### src/rtl/noc_pkg.sv
// Shared definitions for the NoC packet sink: flit field layout helpers and FSM state encoding.
package noc_pkg;

  typedef enum logic [1:0] {
    IDLE = 2'd0,
    RUN  = 2'd1,
    DONE = 2'd2
  } state_t;

  // Flit layout: {dest, src, seq}; dest sits above the payload, src in the payload MSBs.
  function automatic int dest_lsb(input int data_w);
    return data_w;
  endfunction

  function automatic int src_lsb(input int data_w, input int addr_w);
    return data_w - addr_w;
  endfunction

  function automatic int seq_width(input int data_w, input int addr_w);
    return data_w - addr_w;
  endfunction

endpackage

### src/rtl/noc_seq_checker.sv
// Per-source expected-sequence table; flags a flit whose dest or seq is wrong, one cycle after accept.
module noc_seq_checker #(
  parameter int AddrWidth = 3,
  parameter int SeqWidth  = 29
) (
  input  logic                 clk,
  input  logic                 rst_n,
  input  logic                 vld_p0,
  input  logic                 dest_ok_p0,
  input  logic [AddrWidth-1:0] src_p0,
  input  logic [SeqWidth-1:0]  seq_p0,
  output logic                 err_p1
);

  localparam int Entries = 1 << AddrWidth;

  logic [SeqWidth-1:0] exp_seq [Entries];

  // Misrouted flits leave the table alone; any correctly routed flit resyncs it to seq+1.
  always_ff @(posedge clk or negedge rst_n) begin
    if (!rst_n) begin
      for (int i = 0; i < Entries; i++) exp_seq[i] <= '0;
    end else if (vld_p0 && dest_ok_p0) begin
      exp_seq[src_p0] <= seq_p0 + 1'b1;
    end
  end

  // ---- p0 -> p1 ----
  always_ff @(posedge clk) begin
    if (vld_p0) err_p1 <= !dest_ok_p0 || (seq_p0 != exp_seq[src_p0]);
  end

endmodule

### src/rtl/noc_pkt_sink.sv
// NoC receive endpoint: checks dest/seq, counts good and bad packets, raises done at ExpectedPkts.
// Optional NOC_SINK_BACKPRESSURE_EN drives ready from a 16-bit LFSR while running.
module noc_pkt_sink
  import noc_pkg::*;
#(
  parameter int address      = 0,
  parameter int numPE        = 8,
  parameter int AddrWidth    = $clog2(numPE),
  parameter int DataWidth    = 32,
  parameter int ExpectedPkts = 100,
  parameter int CntWidth     = 32
) (
  input  logic                           i_clk,
  input  logic                           i_reset,
  input  logic                           i_start,
  input  logic [DataWidth+AddrWidth-1:0] i_data,
  input  logic                           i_data_valid,
  output logic                           o_data_ready,
  output logic [CntWidth-1:0]            o_pkt_count,
  output logic [CntWidth-1:0]            o_err_count,
  output logic [AddrWidth-1:0]           o_last_src,
  output logic [CntWidth-1:0]            o_cycles,
  output logic                           o_done
);

  localparam int SeqWidth = seq_width(DataWidth, AddrWidth);
  localparam int DestLsb  = dest_lsb(DataWidth);
  localparam int SrcLsb   = src_lsb(DataWidth, AddrWidth);
  localparam logic [AddrWidth-1:0] MyAddr = AddrWidth'(address);
  localparam logic [CntWidth:0]    Target = (CntWidth+1)'(ExpectedPkts);

  function automatic logic [CntWidth-1:0] sat_inc(input logic [CntWidth-1:0] v);
    return (&v) ? v : v + 1'b1;
  endfunction

  state_t state_q, state_d;

  logic                 accept_p0;
  logic [AddrWidth-1:0] dest_p0, src_p0;
  logic [SeqWidth-1:0]  seq_p0;
  logic                 vld_p1, err_p1;
  logic [AddrWidth-1:0] src_p1;
  logic [CntWidth:0]    total_nx;

  assign dest_p0   = i_data[DestLsb +: AddrWidth];
  assign src_p0    = i_data[SrcLsb +: AddrWidth];
  assign seq_p0    = i_data[SeqWidth-1:0];
  assign accept_p0 = i_data_valid && o_data_ready;
  assign total_nx  = {1'b0, o_pkt_count} + {1'b0, o_err_count} + 1'b1;
  assign o_done    = (state_q == DONE);

`ifdef NOC_SINK_BACKPRESSURE_EN
  logic [15:0] lfsr_q;

  always_ff @(posedge i_clk or negedge i_reset) begin
    if (!i_reset)             lfsr_q <= 16'hACE1;
    else if (state_q == RUN)  lfsr_q <= {lfsr_q[14:0], lfsr_q[15] ^ lfsr_q[13] ^ lfsr_q[12] ^ lfsr_q[10]};
  end
`endif

  always_comb begin
    o_data_ready = 1'b0;
    unique case (state_q)
`ifdef NOC_SINK_BACKPRESSURE_EN
      RUN:     o_data_ready = lfsr_q[0];
`else
      RUN:     o_data_ready = 1'b1;
`endif
      DONE:    o_data_ready = 1'b1;
      default: o_data_ready = 1'b0;
    endcase
  end

  always_comb begin
    state_d = state_q;
    unique case (state_q)
      IDLE:    if (i_start) state_d = RUN;
      RUN:     if (vld_p1 && total_nx >= Target) state_d = DONE;
      DONE:    state_d = DONE;
      default: state_d = IDLE;
    endcase
  end

  always_ff @(posedge i_clk or negedge i_reset) begin
    if (!i_reset) state_q <= IDLE;
    else          state_q <= state_d;
  end

  noc_seq_checker #(
    .AddrWidth (AddrWidth),
    .SeqWidth  (SeqWidth)
  ) u_chk (
    .clk        (i_clk),
    .rst_n      (i_reset),
    .vld_p0     (accept_p0),
    .dest_ok_p0 (dest_p0 == MyAddr),
    .src_p0     (src_p0),
    .seq_p0     (seq_p0),
    .err_p1     (err_p1)
  );

  // ---- p0 -> p1 ----
  always_ff @(posedge i_clk or negedge i_reset) begin
    if (!i_reset) vld_p1 <= 1'b0;
    else          vld_p1 <= accept_p0;
  end

  always_ff @(posedge i_clk) begin
    if (accept_p0) src_p1 <= src_p0;
  end

  // ---- p1 -> outputs ----
  // Anything retired after DONE is surplus traffic and lands in the error count.
  always_ff @(posedge i_clk or negedge i_reset) begin
    if (!i_reset) begin
      o_pkt_count <= '0;
      o_err_count <= '0;
      o_last_src  <= '0;
      o_cycles    <= '0;
    end else begin
      if (vld_p1) begin
        if (err_p1 || state_q == DONE) o_err_count <= sat_inc(o_err_count);
        else                           o_pkt_count <= sat_inc(o_pkt_count);
        o_last_src <= src_p1;
      end
      if (state_q == RUN) o_cycles <= sat_inc(o_cycles);
    end
  end

endmodule

### config.mk
export PLATFORM = sky130hd
export DESIGN_NAME = noc_pkt_sink
export DESIGN_NICKNAME = d
export VERILOG_FILES = /design/src/rtl/noc_pkg.sv /design/src/rtl/noc_seq_checker.sv /design/src/rtl/noc_pkt_sink.sv
export SDC_FILE = /design/constraint.sdc
export NUM_CORES = 1
export LEC_CHECK = 0
export ABC_AREA = 1
export BUFFER_PORTS_ARGS = -buffer_cell sky130_fd_sc_hd__buf_2
export CORE_ASPECT_RATIO = 0.75
export CORE_MARGIN = 1.5
export CORE_UTILIZATION = 50
export DETAILED_ROUTE_END_ITERATION = 8
export HOLD_SLACK_MARGIN = 0.02
export PLACE_DENSITY = 0.68
export SLEW_MARGIN = 30
export SYNTH_ARGS = -nofsm -noshare
export SYNTH_HDL_FRONTEND = slang
export SYNTH_SLANG_ARGS = --single-unit
### constraint.sdc
create_clock -name i_clk -period 2.7 [get_ports i_clk]
set_input_delay 0 -clock i_clk [delete_from_list [all_inputs] [get_ports i_clk]]
set_output_delay 0 -clock i_clk [all_outputs]
set_load 0.05 [all_outputs]
==> impl_metrics.json <==
{
  "outcome": "finished, final reports clean",
  "synth_top_family_by_area": "simple AND/OR/NAND/NOR gates",
  "fp.dieArea_um2": 38700,
  "cts_root_buf": "clkbuf_16",
  "cp-end-kind": "register",
  "period_share_pct": 97.66,
  "hold_viol": 0,
  "path_common_cell": "nand2_1",
  "synth_common_cells": "878 x nand2_1, 334 x dfrtp_1, 299 x inv_1",
  "worstPathRequired_ns": 3.12,
  "rsz0062_at_grt": "true",
  "hold_end": "u_chk.exp_seq[109]$_DFFE_PN0P_",
  "dpl_worst_slack_ns": -0.03750,
  "powerDensity_nw_per_um2": 651.8,
  "clock.fmax_mhz": 379.2,
  "r2r_slack_ns": 0.06,
  "hp-class": "in -> reg",
  "clock_latency_ns": 0.53,
  "wl_per_cell_um": 18.67,
  "worst_pin_slew_ns": 0.8849,
  "io_buffers": 139,
  "syn_inst": 2471,
  "via_per_inst": 5.484,
  "coreArea_um2": 37020,
  "cp_max_fo": 4,
  "reg2reg_from": "o_err_count[1]$_DFFE_PN0P_",
  "start_util_pct": 50.68,
  "grt_max_degree": 76,
  "ant_nets": 0,
  "cts.clk_slew.worst_paths_ns": 0.07,
  "regArea_um2": 8488,
  "setup_ws_ns": 0.06313,
  "power_mw": 14.78,
  "drive_gt1_share_pct": 16.25,
  "slew_violations": 0,
  "die_y_um": 170.8,
  "h-tree-depth": 2,
  "synthAdderAreaFrac_pct": 2.708,
  "timing.rr.end": "state_q[1]$_DFFE_PN0P_",
  "cpPeakStageDelay_ns": 0.40,
  "vdd_drop_max_uv": 444.5,
  "syn_avg_cell_area_um2": 7.592,
  "synth_top_area_share_pct": 44.55,
  "multi_input_area_um2": 9273,
  "grt_use_total_pct": 31.52,
  "yosys_warnings": 0,
  "min_from": "i_data[21]",
  "post-synth-top-count-cell": "nand2_1",
  "synth_nets": 2550,
  "syn_area_um2": 18760,
  "async_flop_share_pct": 98.82,
  "first_global_vias": 16610,
  "wl_um": 60670,
  "reg2reg_depth": 19,
  "first_pass_iters": 6,
  "synth_ff_type": "dfrtp_1",
  "antenna_found_initial": 0,
  "setup_viol": 0,
  "overflow": 0,
  "slowest_stage": "fa_2",
  "relSlewSlack_pct": 40.92,
  "core.rowCount": 61,
  "hold_depth": 5,
  "instances_no_fill": 3249,
  "min_period_ns": 2.637,
  "cts_tree": "done",
  "cts_sinks": 338,
  "place_congestion": 0.9911,
  "clock_tree.buffer_depth": 3,
  "synthMuxAreaShare_pct": 0,
  "ys_types": 46,
  "grt_first_pass_wirelength_um": 93950,
  "critPathArrivalTime_ns": 3.06,
  "synth_compound_area_share_pct": 9.697,
  "path_class": "reg -> reg",
  "yosys.area_share.xor_xnor_pct": 6.476,
  "critPathLaunchType": "register",
  "cp_cell_sequence": "buf_4 -> clkinvlp_4 -> fa_2 -> nor2_2 -> o21ai_0 -> nand2_1 -> nand3_1 -> nand2_1 -> nand2_1 -> nand3_1 -> nor2_1 -> nand2_1 -> nor2_2 -> nand3_1 -> nand2_1 -> nand2_1 -> nand2_1 -> nand2_1 -> nand2_1",
  "place_inst": 3166,
  "nNetsFinal": 2804,
  "cap_violations": 0,
  "numCtsBuffers": 36,
  "synth.area.top_cells": "dfrtp_1 45%, nand2_1 18%, inv_1 6.0%, o21ai_0 5.3%, xor2_1 4.8%",
  "ios": 140,
  "skew_ns": 0.02542,
  "leakagePower_nw": 11.69,
  "fin_tns_setup_ns": 0,
  "drc": 0,
  "ys_ff_latch": 338,
  "fill_cells": 3254,
  "vias": 17820,
  "post-synth-top-area-cell": "dfrtp_1",
  "fp.dieW_um": 226.7,
  "ys_seq_area_share_pct": 45.19,
  "dp_hpwl_um": 43470,
  "yosys.area_share.simple_pct": 28.40,
  "num_antenna_cells": 0,
  "synth_edf_count": 4,
  "drt_iter0_markers": 2181,
  "syn_to_final_growth_pct": 20.86
}
==> worst max-delay path, delay by kind of cell (launching register included) <==
family	cells	cell delay, ns
flops	1	0.37
fa+ha+maj	1	0.40
buf+inv	2	0.29
simple gates	15	1.37
compound gates	1	0.11
==> cell families after synthesis <==
| kind of cell | count (synthesis) |
|---|---|
| DFF | 338 |
| buffers and inverters | 373 |
| xor gates and xnor gates | 137 |
| adders and majority gates | 40 |
| AOI/OAI and AO/OA | 314 |
| and+or+nand+nor | 1269 |
==> flip-flops by register name (all words and copies together) (netlist names) <==
name,count
u_chk.exp_seq,232
o_cycles,32
o_err_count,32
o_pkt_count,32
o_last_src,3
src_p1,3
state_q,2
u_chk.err_p1,1
vld_p1,1
==> worst max path at each step <==
stage / from / end / slack, ns / cells after the start
final: o_err_count[1]$_DFFE_PN0P_ / state_q[1]$_DFFE_PN0P_ / 0.06 / 19
after global routing: o_err_count[0]$_DFFE_PN0P_ / state_q[0]$_DFFE_PN0P_ / -0.14 / 20
after CTS: o_err_count[11]$_DFFE_PN0P_ / state_q[1]$_DFFE_PN0P_ / 0.001 / 18
after detailed placement: o_err_count[0]$_DFFE_PN0P_ / state_q[1]$_DFFE_PN0P_ / -0.04 / 20
after global placement: o_pkt_count[21]$_DFFE_PN0P_ / state_q[0]$_DFFE_PN0P_ / -0.05 / 18
after floorplan: o_pkt_count[0]$_DFFE_PN0P_ / state_q[1]$_DFFE_PN0P_ / 0.05 / 19
==> stage by stage <==
step | cell area, µm² | hold slack, ns | utilization (%)
3_5_place_dp | 20850 | -0.01648 | 56.32
4_1_cts | 22240 | 0.02107 | 60.08
3_3_place_gp | 20850 | -0.01654 | 56.32
2_1_floorplan | 18760 | -0.2956 | -
5_1_grt | 22670 | 0.05434 | 61.25
6_report | 22670 | 0.04996 | 61.25
==> per-layer routing <==
metal  wire (µm)  part of all wire (%)  track usage, %  vias up
li1            -                     -               -     8378
met1       28050                    46           48.59     8519
met2       24730                    41           44.30      836
met3        6799                    11           7.694       84
met4        1087                   1.8           6.464        0
met5           0                     0               0        -
==> placed cells by master (no fill, tap or decap), types with 8 or more instances in the layout <==
| cell type | Yosys | final |
|---|---|---|
| a22oi_1 | 22 | 22 |
| xor2_1 | 102 | 102 |
| nand2_2 | 4 | 14 |
| nor4_1 | 16 | 15 |
| buf_4 | 1 | 110 |
| nor3_1 | 46 | 40 |
| buf_2 | 7 | 138 |
| nand4_1 | 41 | 41 |
| ha_1 | 39 | 18 |
| xnor2_1 | 33 | 33 |
| nor2_2 | 4 | 23 |
| nand2_1 | 878 | 868 |
| nand3_2 | 5 | 8 |
| nor2_1 | 161 | 140 |
| inv_1 | 299 | 296 |
| inv_2 | 8 | 8 |
| ha_4 | 0 | 16 |
| o21ai_0 | 200 | 200 |
| a221oi_1 | 25 | 25 |
| a21oi_1 | 21 | 14 |
| clkbuf_16 | 0 | 36 |
| dlygate4sd3_1 | 0 | 21 |
| o22ai_1 | 26 | 26 |
| buf_12 | 0 | 10 |
| dfrtp_1 | 334 | 326 |
| dfrtp_2 | 0 | 8 |
| nand3_1 | 77 | 74 |
==> final cells by class <==
type / count / share of cell area (%)
Inverter: 309 / 5.154
Tap cell: 504 / 2.781
Timing Repair Buffer: 280 / 8.565
Clock inverter: 14 / 0.8388
Sequential cell: 338 / 37.44
Multi-Input combinational cell: 1760 / 40.90
Clock buffer: 44 / 4.326
==> timing repair <==
| item | in CTS | in global routing |
|---|---|---|
| hold endpoints to repair | 361 | 0 |
| endpoints found under the setup margin | 2 | 36 |
| gates resized for setup | 3 | 94 |
| hold buffers | 21 | 0 |
| pin swaps | 0 | 3 |
| setup buffers | 0 | 4 |
==> report_power, final <==
part | total, mW | switching, mW | internal [mW]
Combinational | 3.16 | 2.13 | 1.03
Clock | 5.04 | 2.08 | 2.96
Sequential | 6.58 | 0.520 | 6.06
Total | 14.8 | 4.72 | 10.1
Power figures use the tool's default switching activity.
